`config.mk`:
```
export PLATFORM = sky130hd
export DESIGN_NAME = mem_ctrl
export DESIGN_NICKNAME = d
export VERILOG_FILES = /design/src/rtl/mem_ctrl.sv
export SDC_FILE = /design/constraint.sdc
export NUM_CORES = 1
export LEC_CHECK = 0
export ABC_CLOCK_PERIOD_IN_PS = 2850
export BUFFER_PORTS_ARGS = -buffer_cell sky130_fd_sc_hd__buf_2
export CAP_MARGIN = 5
export CORE_ASPECT_RATIO = 2
export CORE_MARGIN = 2
export CORE_UTILIZATION = 53
export CTS_CLUSTER_SIZE = 10
export DETAILED_ROUTE_END_ITERATION = 6
export MAX_ROUTING_LAYER = met4
export PLACE_DENSITY = 0.8
export SETUP_SLACK_MARGIN = 0.15
export SYNTH_ARGS = -nofsm -noshare
export SYNTH_HDL_FRONTEND = slang
export SYNTH_SLANG_ARGS = --single-unit
```
`constraint.sdc`:
```
create_clock -name clk -period 2.85 [get_ports clk]
set_input_delay 0.1425 -clock clk [delete_from_list [all_inputs] [get_ports clk]]
set_output_delay 0.1425 -clock clk [all_outputs]
set_load 0.03 [all_outputs]
```
`src/rtl/mem_ctrl.sv`:
```
// -----------------------------------------------------------------------------
// mem_ctrl
//
// Arbitrates one byte-wide single-port RAM between the instruction-fetch (IF)
// stage and the MEM stage. Each granted request is sequenced as 1, 2 or 4
// single-byte RAM accesses. Words are assembled and split little-endian: the
// byte at the base address lands in bits [7:0].
//
// Handshake (both requesters): the requester raises *_req and holds its
// address/controls stable until the matching *_done pulse. *_done is a
// one-cycle pulse. Read data (if_data / mem_rdata) is valid in that cycle and
// holds its value until the next pulse on the same port. Requests are only
// arbitrated in IDLE, and MEM wins over IF. A MEM transfer always runs to
// completion once granted. An IF fetch is abandoned if if_req drops while it
// is reading, which lets the pipeline flush a fetch on a taken branch.
//
// Ports
//   clk        in   1       rising-edge clock
//   rst        in   1       asynchronous active-low reset
//   if_req     in   1       fetch request
//   if_addr    in   32      fetch byte address
//   if_done    out  1       fetch complete pulse, if_data valid
//   if_data    out  32      fetched instruction word
//   mem_req    in   1       MEM request
//   mem_we     in   1       1 = store, 0 = load
//   mem_addr   in   32      MEM base byte address
//   mem_len    in   2       0 = 1 byte, 1 = 2 bytes, 2/3 = 4 bytes
//   mem_wdata  in   32      store data, byte i in bits [8i+7:8i]
//   mem_done   out  1       MEM complete pulse
//   mem_rdata  out  32      load data, zero-extended
//   ram_addr   out  RAM_AW  RAM byte address (holds when idle)
//   ram_we     out  1       RAM write strobe
//   ram_wdata  out  8       RAM write byte
//   ram_rdata  in   8       RAM read byte, one cycle after its address
//   fsm_state  out  3       current controller state (debug view)
//
// Optional build macro
//   IF_LAST_HIT_EN : adds a one-entry {valid, addr, word} record of the last
//                    completed fetch. A fetch that matches it, with no MEM
//                    request in the same cycle, completes in one cycle with
//                    no RAM access. Any granted store, an IF abort or a reset
//                    invalidates the entry.
// -----------------------------------------------------------------------------
module mem_ctrl #(
    parameter int RAM_AW = 17
) (
    input  logic              clk,
    input  logic              rst,
    input  logic              if_req,
    input  logic [31:0]       if_addr,
    output logic              if_done,
    output logic [31:0]       if_data,
    input  logic              mem_req,
    input  logic              mem_we,
    input  logic [31:0]       mem_addr,
    input  logic [1:0]        mem_len,
    input  logic [31:0]       mem_wdata,
    output logic              mem_done,
    output logic [31:0]       mem_rdata,
    output logic [RAM_AW-1:0] ram_addr,
    output logic              ram_we,
    output logic [7:0]        ram_wdata,
    input  logic [7:0]        ram_rdata,
    output logic [2:0]        fsm_state
);

    typedef enum logic [2:0] {
        ST_IDLE    = 3'd0,
        ST_RD      = 3'd1,
        ST_RD_LAST = 3'd2,
        ST_WR      = 3'd3,
        ST_DONE    = 3'd4
    } state_t;

    // Transfer context, latched at grant
    state_t      state;
    logic        owner_if;    // 1 = transfer belongs to IF
    logic [31:0] base;        // base byte address
    logic [31:0] wbuf;        // store data
    logic [1:0]  last_idx;    // index of the final byte (N-1)
    logic [1:0]  idx;         // index of the byte currently addressed/written
    logic [31:0] asm_word;    // read assembly register

    // Combinational helpers
    logic [1:0]        req_last;
    logic [31:0]       next_sum;
    logic [RAM_AW-1:0] next_addr;
    logic [1:0]        cap_idx;
    logic [31:0]       cap_word;
    logic              abort;
    logic              hit_now;
    logic [31:0]       hit_data;
    logic              unused_sum_hi;

    assign fsm_state = state;

    function automatic logic [7:0] byte_of(input logic [31:0] w, input logic [1:0] i);
        logic [7:0] b;
        b = w[7:0];
        case (i)
            2'd0: b = w[7:0];
            2'd1: b = w[15:8];
            2'd2: b = w[23:16];
            2'd3: b = w[31:24];
            default: b = w[7:0];
        endcase
        return b;
    endfunction

    // Byte count encoded as the index of the last byte
    always_comb begin
        req_last = 2'd3;
        case (mem_len)
            2'd0:    req_last = 2'd0;
            2'd1:    req_last = 2'd1;
            default: req_last = 2'd3;
        endcase
    end

    // Address of the next byte: full 32-bit wrap first, then truncation to
    // the RAM width. The discarded high bits are folded into an unused net.
    assign next_sum      = base + {30'd0, idx} + 32'd1;
    assign next_addr     = next_sum[RAM_AW-1:0];
    assign unused_sum_hi = ^next_sum[31:RAM_AW];

    // RAM data lags its address by one cycle, so in RD the byte arriving now
    // belongs to idx-1; in RD_LAST it is the final byte.
    always_comb begin
        cap_idx  = (state == ST_RD_LAST) ? last_idx : (idx - 2'd1);
        cap_word = asm_word;
        case (cap_idx)
            2'd0:    cap_word[7:0]   = ram_rdata;
            2'd1:    cap_word[15:8]  = ram_rdata;
            2'd2:    cap_word[23:16] = ram_rdata;
            2'd3:    cap_word[31:24] = ram_rdata;
            default: cap_word        = asm_word;
        endcase
    end

    // Fetch withdrawn while still reading: drop it without a done pulse
    assign abort = owner_if && !if_req && ((state == ST_RD) || (state == ST_RD_LAST));

`ifdef IF_LAST_HIT_EN
    logic        hit_valid;
    logic [31:0] hit_addr;
    logic [31:0] hit_word;
    logic        store_grant;
    logic        fetch_fill;

    assign store_grant = (state == ST_IDLE) && mem_req && mem_we;
    assign fetch_fill  = (state == ST_RD_LAST) && owner_if && if_req;
    assign hit_now     = hit_valid && (if_addr == hit_addr);
    assign hit_data    = hit_word;

    // A store may alias the recorded word, so any granted store invalidates
    // the entry without comparing addresses.
    always_ff @(posedge clk or negedge rst) begin
        if (!rst) begin
            hit_valid <= 1'b0;
            hit_addr  <= '0;
            hit_word  <= '0;
        end else if (store_grant || abort) begin
            hit_valid <= 1'b0;
        end else if (fetch_fill) begin
            hit_valid <= 1'b1;
            hit_addr  <= base;
            hit_word  <= cap_word;
        end
    end
`else
    assign hit_now  = 1'b0;
    assign hit_data = 32'd0;
`endif

    // Main controller. All outputs are registered here; done and ram_we
    // default low each cycle so they only pulse where explicitly set.
    always_ff @(posedge clk or negedge rst) begin
        if (!rst) begin
            state     <= ST_IDLE;
            owner_if  <= 1'b0;
            base      <= '0;
            wbuf      <= '0;
            last_idx  <= '0;
            idx       <= '0;
            asm_word  <= '0;
            if_done   <= 1'b0;
            if_data   <= '0;
            mem_done  <= 1'b0;
            mem_rdata <= '0;
            ram_addr  <= '0;
            ram_we    <= 1'b0;
            ram_wdata <= '0;
        end else begin
            if_done  <= 1'b0;
            mem_done <= 1'b0;
            ram_we   <= 1'b0;
            case (state)
                ST_IDLE: begin
                    if (mem_req) begin
                        owner_if <= 1'b0;
                        base     <= mem_addr;
                        wbuf     <= mem_wdata;
                        last_idx <= req_last;
                        idx      <= 2'd0;
                        asm_word <= '0;
                        ram_addr <= mem_addr[RAM_AW-1:0];
                        if (mem_we) begin
                            // First byte goes out in the very next cycle
                            ram_we    <= 1'b1;
                            ram_wdata <= mem_wdata[7:0];
                            state     <= ST_WR;
                        end else begin
                            state <= ST_RD;
                        end
                    end else if (if_req) begin
                        if (hit_now) begin
                            if_done <= 1'b1;
                            if_data <= hit_data;
                            state   <= ST_DONE;
                        end else begin
                            owner_if <= 1'b1;
                            base     <= if_addr;
                            last_idx <= 2'd3;
                            idx      <= 2'd0;
                            asm_word <= '0;
                            ram_addr <= if_addr[RAM_AW-1:0];
                            state    <= ST_RD;
                        end
                    end
                end

                ST_RD: begin
                    if (abort) begin
                        state <= ST_IDLE;
                    end else begin
                        if (idx != 2'd0) begin
                            asm_word <= cap_word;
                        end
                        if (idx == last_idx) begin
                            state <= ST_RD_LAST;
                        end else begin
                            idx      <= idx + 2'd1;
                            ram_addr <= next_addr;
                        end
                    end
                end

                ST_RD_LAST: begin
                    if (abort) begin
                        state <= ST_IDLE;
                    end else begin
                        asm_word <= cap_word;
                        if (owner_if) begin
                            if_done <= 1'b1;
                            if_data <= cap_word;
                        end else begin
                            mem_done  <= 1'b1;
                            mem_rdata <= cap_word;
                        end
                        state <= ST_DONE;
                    end
                end

                ST_WR: begin
                    if (idx == last_idx) begin
                        mem_done <= 1'b1;
                        state    <= ST_DONE;
                    end else begin
                        idx       <= idx + 2'd1;
                        ram_we    <= 1'b1;
                        ram_addr  <= next_addr;
                        ram_wdata <= byte_of(wbuf, idx + 2'd1);
                    end
                end

                ST_DONE: begin
                    state <= ST_IDLE;
                end

                default: begin
                    state <= ST_IDLE;
                end
            endcase
        end
    end

endmodule
```
==> results of run 1 <==
metrics by stage:
stage | area, sq um | hold WS, ns | util | worst slack, ns
floorplan | 8010 | -0.153 | - | 0.469
global placement | 9130 | 0.104 | 0.616 | 0.307
detailed placement | 9130 | 0.107 | 0.616 | 0.232
CTS | 10100 | 0.0257 | 0.682 | 0.237
global route | 10100 | 0.0607 | 0.682 | 0.247
finish | 10100 | 0.0477 | 0.683 | 0.355
power by group:
part / total (mW) / internal [mW] / switching (mW)
clock: 2.43 / 1.37 / 1.06
sequential: 4.60 / 3.81 / 0.794
combinational: 6.55 / 2.40 / 4.15
total: 13.6 / 7.58 / 6.01
what timing repair did:
| action | CTS | global route |
|---|---|---|
| gates resized for setup | 0 | 2 |
| hold buffers | 36 | 0 |
| setup endpoints to repair | 0 | 11 |
| hold endpoints to repair | 78 | 0 |
placed cells by master, fill, tap and decap left out, types with 2 or more instances in the layout:
cell type | synthesis | final
a21o_1 | 6 | 6
clkbuf_8 | 0 | 2
nand2_4 | 2 | 2
or3_1 | 2 | 2
clkinv_4 | 0 | 2
bufinv_16 | 0 | 2
mux2i_1 | 58 | 58
a221o_1 | 6 | 6
a22o_1 | 33 | 33
nand2_1 | 41 | 41
nor2_1 | 96 | 95
xnor2_1 | 11 | 11
and4_1 | 2 | 2
nor3_1 | 5 | 4
xor2_1 | 5 | 5
o31ai_1 | 3 | 3
buf_2 | 9 | 174
inv_6 | 0 | 6
dlygate4sd3_1 | 0 | 36
nor2b_1 | 6 | 5
a222oi_1 | 8 | 8
buf_12 | 0 | 3
clkbuf_16 | 0 | 17
and3_1 | 4 | 3
buf_4 | 0 | 15
inv_1 | 10 | 10
o2111ai_1 | 2 | 2
nand3_1 | 4 | 4
o21ai_0 | 35 | 35
a21oi_1 | 80 | 80
o21ai_2 | 3 | 4
nor2_4 | 2 | 2
clkinvlp_4 | 0 | 2
dfrtp_1 | 181 | 181
ha_1 | 6 | 6
mux2_2 | 38 | 38
cell type report:
type                       count  area share
inverter                      10     0.00371
timing repair buffer         229       0.140
tap                          195      0.0241
sequential                   181       0.448
clock buffer                  19      0.0448
antenna                        1    0.000247
multi-input combinational    477       0.323
clock inverter                13      0.0160
logic make-up after synthesis:
kind of cell / Yosys count / synth area share
xor gates and xnor gates: 16 / 0.0175
and+or+nand+nor: 172 / 0.0980
muxes: 98 / 0.130
DFF: 181 / 0.566
adders and majority gates: 7 / 0.0119
buffers and inverters: 57 / 0.0291
AOI/OAI and AO/OA: 184 / 0.148
flip-flops by register name, indices dropped and copies added (netlist names), 3 cells and up:
register / count
base: 17
ram_wdata: 8
wbuf: 32
fsm_state: 3
if_data: 32
mem_rdata: 32
asm_word: 32
ram_addr: 17
path summary, 6_finish.rpt:
path / startpoint / endpoint / slack, ns / depth (start not counted)
hold / removal: if_addr[4] / base[4] / 0.05 / 3
min in group asynchronous: rst / wbuf[7] / 0.24 / 2
setup reg to reg: idx[0] / ram_addr[12] / 0.36 / 8
max in group asynchronous: rst / mem_rdata[29] / 1.71 / 3
setup / recovery: idx[0] / ram_addr[12] / 0.36 / 8
hold reg to reg: ram_addr[1] / ram_addr[1] / 0.48 / 2
worst reg2reg max path, cell delays in order (launching register included):
cell	delay, ns
dfrtp_1	0.41
inv_1	0.10
ha_1	0.23
fa_1	0.42
nand3b_1	0.29
nor3_2	0.33
and4_1	0.25
xor2_1	0.06
a221o_1	0.31
per-layer routing:
layer,up-vias,global-route usage
met5,-,-
met4,0,0.128
met3,70,0.0450
met2,230,0.472
met1,3078,0.280
li1,2932,-
==> results.toml, run 1 <==
[clocking]
clock-sinks = 181
cts_tree = "built"
path_clk_slew_ns = 0.07
clkLatencyLatePin_ns = 0.43
cts_root_buf = "clkbuf_16"
cts_setup_buffers = 0
cts_buffers = 17
cts.path.max_buffers = 2
h-tree-depth = 4

[layout]
nets = 1034
multi_input_area_sq_um = 3270
drive_gt1_frac = 0.305
area_growth_pct = 26.3
fillers = 1145
final_cells = 1125
regArea_sq_um = 4530

[setup_path]
path_class = "flip-flop to flip-flop"
endpoint_kind = "flip-flop"
crit_path_top_delay_cell = "fa_1"
critPathLaunchType = "flip-flop"
cp.buffers_inverters = 1
arrival_ns = 2.81
path_delay_family = "simple AND/OR/NAND/NOR gates"
crit_chain = "inv_1 -> ha_1 -> fa_1 -> nand3b_1 -> nor3_2 -> and4_1 -> xor2_1 -> a221o_1"
critPathMaxStageDelay_ns = 0.42
critical_path_peak_fanout = 4
cp.required_ns = 3.16

[route]
met1_length_mm = 7.42
drtIter0Drc = 299
dr.pass1.iters = 5
postRouteAntennaNets = 0
drc = 0
routedWlPerCell_um = 18.2
dr_wl_met3_um = 937
top_layer = "met4"
avgViaCountPerCell = 5.61
routed_wl_mm = 20.5
vias = 6310
dr_wl_met2_mm = 11.3

[status]
status = "complete, no violations"

[synth]
synthDistinctLibCells = 48
postSynthCellCount = 715
yosys_warnings = 0
synthesis.nets = 833
yosysTopAreaCell = "dfrtp_1"
synth_most_common_cell = "dfrtp_1"
synth_top_area_share = 0.566
ys_ff_latch = 181
synth_common_cells = "181 x dfrtp_1, 96 x nor2_1, 80 x a21oi_1, 58 x mux2i_1, 41 x nand2_1"
synthFlopType = "dfrtp_1"
ys_seq_area_frac = 0.566
synth_area_leaders = "dfrtp_1 57%, mux2i_1 7.3%, mux2_2 5.3%"
synth_edf_count = 0
synth.cell_area_sq_um = 8010
async_flop_share = 1.00
syn_avg_cell_area_sq_um = 11.2

[die]
rows = 63
die_h_um = 178
die-area_sq_um = 16200
ioPinCount = 206
start_util = 0.540
core_sq_um = 14800
dieWidth_um = 90.9

[timing]
drv_slew = 0
fmax_mhz = 401
setup_violations = 0
setup_tns_ns = 0
grt_setup_unrepaired = "false"
slew_headroom = 0.287
hold_viol_final = 0
finalCriticalPeriod_ns = 2.49
finClkSkew_ns = 0.0139
period_share = 0.875
tightest_slew_ns = 1.07

[global_routing]
grt-ovfl-total = 0
grt_max_degree = 102
antenna_found_initial = 0
grt_pass1_vias = 6447
grt_pass1_wl_mm = 32.1
grtUsageTotal = 0.263

[power_and_ir_drop]
power_density_nw_per_um2 = 1340
finalPower_mw = 13.6
peakVddDrop_v = 0.000926
p_leak_nw = 4.92

[min_path]
hp-class = "input port to flip-flop"

[run]
maxCapViolCount = 0

[place]
hpwl_mm = 13.8
io_buffers = 175
place.gp.congestion = 0.844
place_inst = 1056
Power figures use the tool's default switching activity.
==> run 2, diff against run 1 <==
CELL_PAD_IN_SITES_DETAIL_PLACEMENT = 1   (was unset)
CELL_PAD_IN_SITES_GLOBAL_PLACEMENT = 2   (was unset)
CORE_UTILIZATION = 34   (was 53)
PLACE_DENSITY = unset   (was 0.8)
PLACE_DENSITY_LB_ADDON = 0.1   (was unset)
==> run 2 against run 1 <==
  * Clock-buffer cell count down 1
  * Die area grew 54%
  * Non-clock buffer count grew 10
  * Total power is 3.5% higher
  * Fmax rose by 0.97%
  * Critical path type unchanged
  * Largest cell class unchanged
==> results.toml, run 2 (same netlist as run 1, synthesis figures left out) <==
[status]
status = "complete, no violations"

[timing]
period_share = 0.867
setup_tns_ns = 0
drv_slew = 0
finClkSkew_ns = 0.00723
tightest_slew_ns = 0.732
grt_setup_unrepaired = "false"
finalCriticalPeriod_ns = 2.47
hold_viol_final = 0
slew_headroom = 0.512
fmax_mhz = 405
setup_violations = 0

[setup_path]
r2r_cells = 5
cp.required_ns = 3.16
critical_path_peak_fanout = 9
critPathLaunchType = "flip-flop"
path_class = "flip-flop to flip-flop"
endpoint_kind = "flip-flop"
arrival_ns = 2.79

[route]
drtIter0Drc = 291
drc = 0
routedWlPerCell_um = 19.5
avgViaCountPerCell = 5.12
postRouteAntennaNets = 0
dr.pass1.iters = 5
vias = 6263
routed_wl_mm = 23.9

[layout]
nets = 1044
drive_gt1_frac = 0.311
final_cell_mix = "181 x dfrtp_1, 174 x buf_2, 95 x nor2_1, 80 x a21oi_1, 58 x mux2i_1"
final_common_cell = "dfrtp_1"
fillers = 2583
area_growth_pct = 29.7

[die]
core_sq_um = 23200
ioPinCount = 206
die_h_um = 221
die-area_sq_um = 24900
dieWidth_um = 113
start_util = 0.345
rows = 79

[global_routing]
grtUsageTotal = 0.203
grt_max_degree = 69
grt-ovfl-total = 0
antenna_found_initial = 2
grt_pass1_vias = 6947
grt_pass1_wl_mm = 38.0

[power_and_ir_drop]
pwr-share-comb = 0.480
p_int_mw = 7.91
finalPower_mw = 14.1
peakVddDrop_v = 0.000573
clkPwrFrac = 0.191
p_switching_mw = 6.14
p_leak_nw = 4.99
power.share.switching = 0.437
power_density_nw_per_um2 = 1350
p_seq_frac = 0.328

[place]
place.gp.congestion = 0.823
hpwl_mm = 17.4
io_buffers = 175

[clocking]
clock-sinks = 181
cts.path.max_buffers = 2
h-tree-depth = 4
path_clk_slew_ns = 0.06
cts_buffers = 17
clkLatencyLatePin_ns = 0.44
cts_root_buf = "clkbuf_16"
cts_tree = "built"

[min_path]
hold_depth = 3
hp-class = "input port to flip-flop"

[run]
maxCapViolCount = 0
==> run 2: cell count changes in the layout (fill, tap and decap cells not counted), sizes merged <==
cell         delta
buf             +8
clkinv          +1
inv             -6
clkinvlp        +1
bufinv          +4
clkbuf          -1
diode           +1
dlygate4sd3     +2
==> run 2: per-stage QoR <==
step	area, sq um	util	worst slack (ns)	instances	hold slack, ns
after CTS	10300	0.444	0.231	1216	0.00719
after global routing	10400	0.447	0.233	1223	0.0315
final	10400	0.447	0.379	1223	0.0358
after detailed placement	9250	0.398	0.148	1147	0.222
after floorplan	8010	-	0.469	715	-0.153
after global placement	9250	0.398	0.192	1147	0.210
==> run 2: area by class of cell <==
cell class,count,area [sq um],share of cell area
Antenna cell,2,5.00,0.000482
Inverter,10,37.5,0.00361
Timing Repair Buffer,239,1480,0.143
Clock buffer,18,439,0.0423
Multi-Input combinational cell,477,3310,0.319
Clock inverter,13,230,0.0222
Sequential cell,181,4530,0.436
Tap cell,283,354,0.0341
==> run 2: final timing paths <==
kind,start,end,slack [ns]
worst max-delay path,fsm_state[2],mem_rdata[17],0.38
worst min-delay path,if_addr[3],base[3],0.04
worst max register to register,fsm_state[2],mem_rdata[17],0.38
worst min register to register,ram_addr[5],ram_addr[5],0.48
max in group asynchronous,rst,ram_wdata[5],1.77
min in group asynchronous,rst,ram_wdata[4],0.26
==> run 2: what timing repair did <==
action / in CTS / in global routing
pin swaps: 0 / 2
setup endpoints to repair: 4 / 28
hold buffers: 38 / 0
gates resized for setup: 2 / 7
endpoints found under the hold margin: 101 / 0
setup buffers: 0 / 5
==> run 2: per-layer routing <==
layer	track usage	wire (um)	part of all wire
met1	0.210	8800	0.37
met2	0.378	14000	0.58
met3	0.0364	701	0.029
met4	0.0692	413	0.017
met5	-	0	0
==> run 2: worst max-delay path, stage by stage (launching register included) <==
cell     delay (ns)
dfrtp_1        0.52
nor3b_4        0.47
mux2i_4        0.52
nand2_2        0.29
mux2i_1        0.42
a21oi_1        0.13
==> run 2: power groups by stage <==
stage                     combinational (mW)  clock (mW)  sequential [mW]
final                                   6.75        2.69             4.61
after global routing                    7.38        2.85             4.77
after CTS                               6.76        2.77             4.63
after detailed placement                6.67           0             4.67
after global placement                  6.50           0             4.59
after floorplan                         3.40           0             5.78
==> run 3, diff against run 2 <==
ABC_CLOCK_PERIOD_IN_PS = 2160   (was 2850)
CORE_UTILIZATION = 30   (was 34)
PLACE_DENSITY = 0.74   (was unset)
PLACE_DENSITY_LB_ADDON = unset   (was 0.1)
clock period = 2.16 ns   (was 2.85 ns; I/O delays follow)
==> run 3 against run 2 <==
  * Combinational power increased by 51%
  * Non-clock buffer count is 32 higher
  * Cell area grew 6.0%
  * Final cell count grew 7.4%
  * Utilization fell by 2.8 points
  * Clock skew increased by 0.0020 ns
  * Global-route usage fell by 2.2 points
  * Critical path depth rose by 4
  * Clock power rose by 17%
  * Critical path type unchanged
==> results.toml, run 3 (same netlist as run 1, synthesis figures left out) <==
[status]
status = "complete, no violations"

[clocking]
cts.path.max_buffers = 2
h-tree-depth = 4
clock-sinks = 181
cts_tree = "built"
path_clk_slew_ns = 0.07
cts_root_buf = "clkbuf_16"
cts_buffers = 17
clkLatencyLatePin_ns = 0.45

[place]
place_inst = 1222
io_buffers = 175
place.gp.congestion = 0.759
hpwl_mm = 17.0
pre_cts_ws_ns = -0.0337

[power_and_ir_drop]
power_density_nw_per_um2 = 1760
finalPower_mw = 19.4
p_leak_nw = 5.14
peakVddDrop_v = 0.000628

[layout]
antennaDiodeCount = 0
final_cells = 1314
fillers = 2932
final_common_cell = "dfrtp_1"
nets = 1076
area_growth_pct = 37.6
drive_gt1_frac = 0.364
final_cell_mix = "179 x dfrtp_1, 174 x buf_2, 92 x nor2_1, 77 x a21oi_1, 46 x dlygate4sd3_1"

[global_routing]
grtUsageTotal = 0.181
antenna_found_initial = 0
grt_pass1_vias = 6738
grt_pass1_wl_mm = 37.8
grt_max_degree = 66
top_usage_layer = "met2"
grt-ovfl-total = 0
met3_usage = 0.0342
grtUsageMet2 = 0.331
grtUsageMet1 = 0.187

[timing]
setup_ws_ns = 0.0925
tightest_slew_ns = 0.593
hold_viol_final = 0
finalCriticalPeriod_ns = 2.07
slew_headroom = 0.604
grt_setup_unrepaired = "true"
setup_violations = 0
drv_slew = 0
period_share = 0.957
fmax_mhz = 484
finClkSkew_ns = 0.00927
setup_tns_ns = 0

[die]
ioPinCount = 206
dieWidth_um = 120
die-area_sq_um = 28100
start_util = 0.305
die_h_um = 235
rows = 84
core_sq_um = 26300

[route]
routed_wl_mm = 23.9
drtIter0Drc = 200
postRouteAntennaNets = 0
avgViaCountPerCell = 4.83
routedWlPerCell_um = 18.2
dr.pass1.iters = 4
drc = 0
vias = 6347

[setup_path]
crit_path_top_delay_cell = "dfrtp_1"
path_delay_family = "simple AND/OR/NAND/NOR gates"
arrival_ns = 2.40
critPathMaxStageDelay_ns = 0.36
cp.required_ns = 2.49
critical_path_peak_fanout = 4
crit_chain = "inv_2 -> ha_4 -> fa_2 -> nand3b_1 -> nor3_2 -> buf_4 -> and4_1 -> xor2_1 -> a221o_1"
endpoint_kind = "flip-flop"
cp.buffers_inverters = 2
path_class = "flip-flop to flip-flop"
critPathLaunchType = "flip-flop"

[run]
maxCapViolCount = 0

[min_path]
hp-class = "input port to flip-flop"
==> run 3: where the power goes <==
part           internal, mW  switching [mW]
Clock                  1.76            1.38
Sequential             5.03            1.05
Combinational          4.16            6.04
Total                  10.9            8.47
==> run 3: routing by layer <==
metal / part of all wire / vias up / routed length (um)
li1: - / 3000 / -
met1: 0.37 / 3201 / 8820
met2: 0.58 / 113 / 13800
met3: 0.025 / 33 / 603
met4: 0.026 / 0 / 613
met5: 0 / - / 0
==> run 3: path summary, 6_finish.rpt <==
| check | from | end | slack, ns | depth (start not counted) |
|---|---|---|---|---|
| setup / recovery | idx[0] | ram_addr[12] | 0.09 | 9 |
| hold / removal | if_addr[13] | base[13] | 0.04 | 4 |
| setup reg to reg | idx[0] | ram_addr[12] | 0.09 | 9 |
| hold reg to reg | ram_addr[1] | ram_addr[1] | 0.47 | 2 |
| max in group asynchronous | rst | ram_addr[15] | 1.28 | 3 |
| min in group asynchronous | rst | wbuf[7] | 0.17 | 2 |
==> run 3: worst reg2reg max path: cells and delay by family (launching register included) <==
family | cells | cell delay (ns)
compound gates | 1 | 0.32
buf+inv | 2 | 0.22
fa+ha+maj | 2 | 0.49
simple gates | 3 | 0.52
flops | 1 | 0.36
xor+xnor | 1 | 0.07
==> run 3: what timing repair did <==
action | in CTS | in global routing
hold buffers | 46 | 0
hold endpoints to repair | 130 | 0
cloned | 0 | 1
resized for setup | 20 | 30
buffers inserted | 10 | 4
setup endpoints to repair | 99 | 80
pin swaps | 6 | 21
==> run 3: layout make-up <==
cell class                 instances  area, sq um  area share
tap                              344          430      0.0391
clock buffer                      19          453      0.0411
inverter                          10         37.5     0.00341
multi-input combinational        477         3540       0.321
timing repair buffer             271         1890       0.172
sequential                       181         4530       0.411
clock inverter                    12          129      0.0117
==> run 3: per-stage QoR <==
stage | hold slack (ns) | utilization | cell area [sq um]
final | 0.0374 | 0.419 | 11000
after global routing | 0.0354 | 0.419 | 11000
after CTS | 0.00136 | 0.412 | 10800
after detailed placement | 0.0782 | 0.364 | 9560
after global placement | 0.0721 | 0.364 | 9560
after floorplan | -0.188 | - | 8100
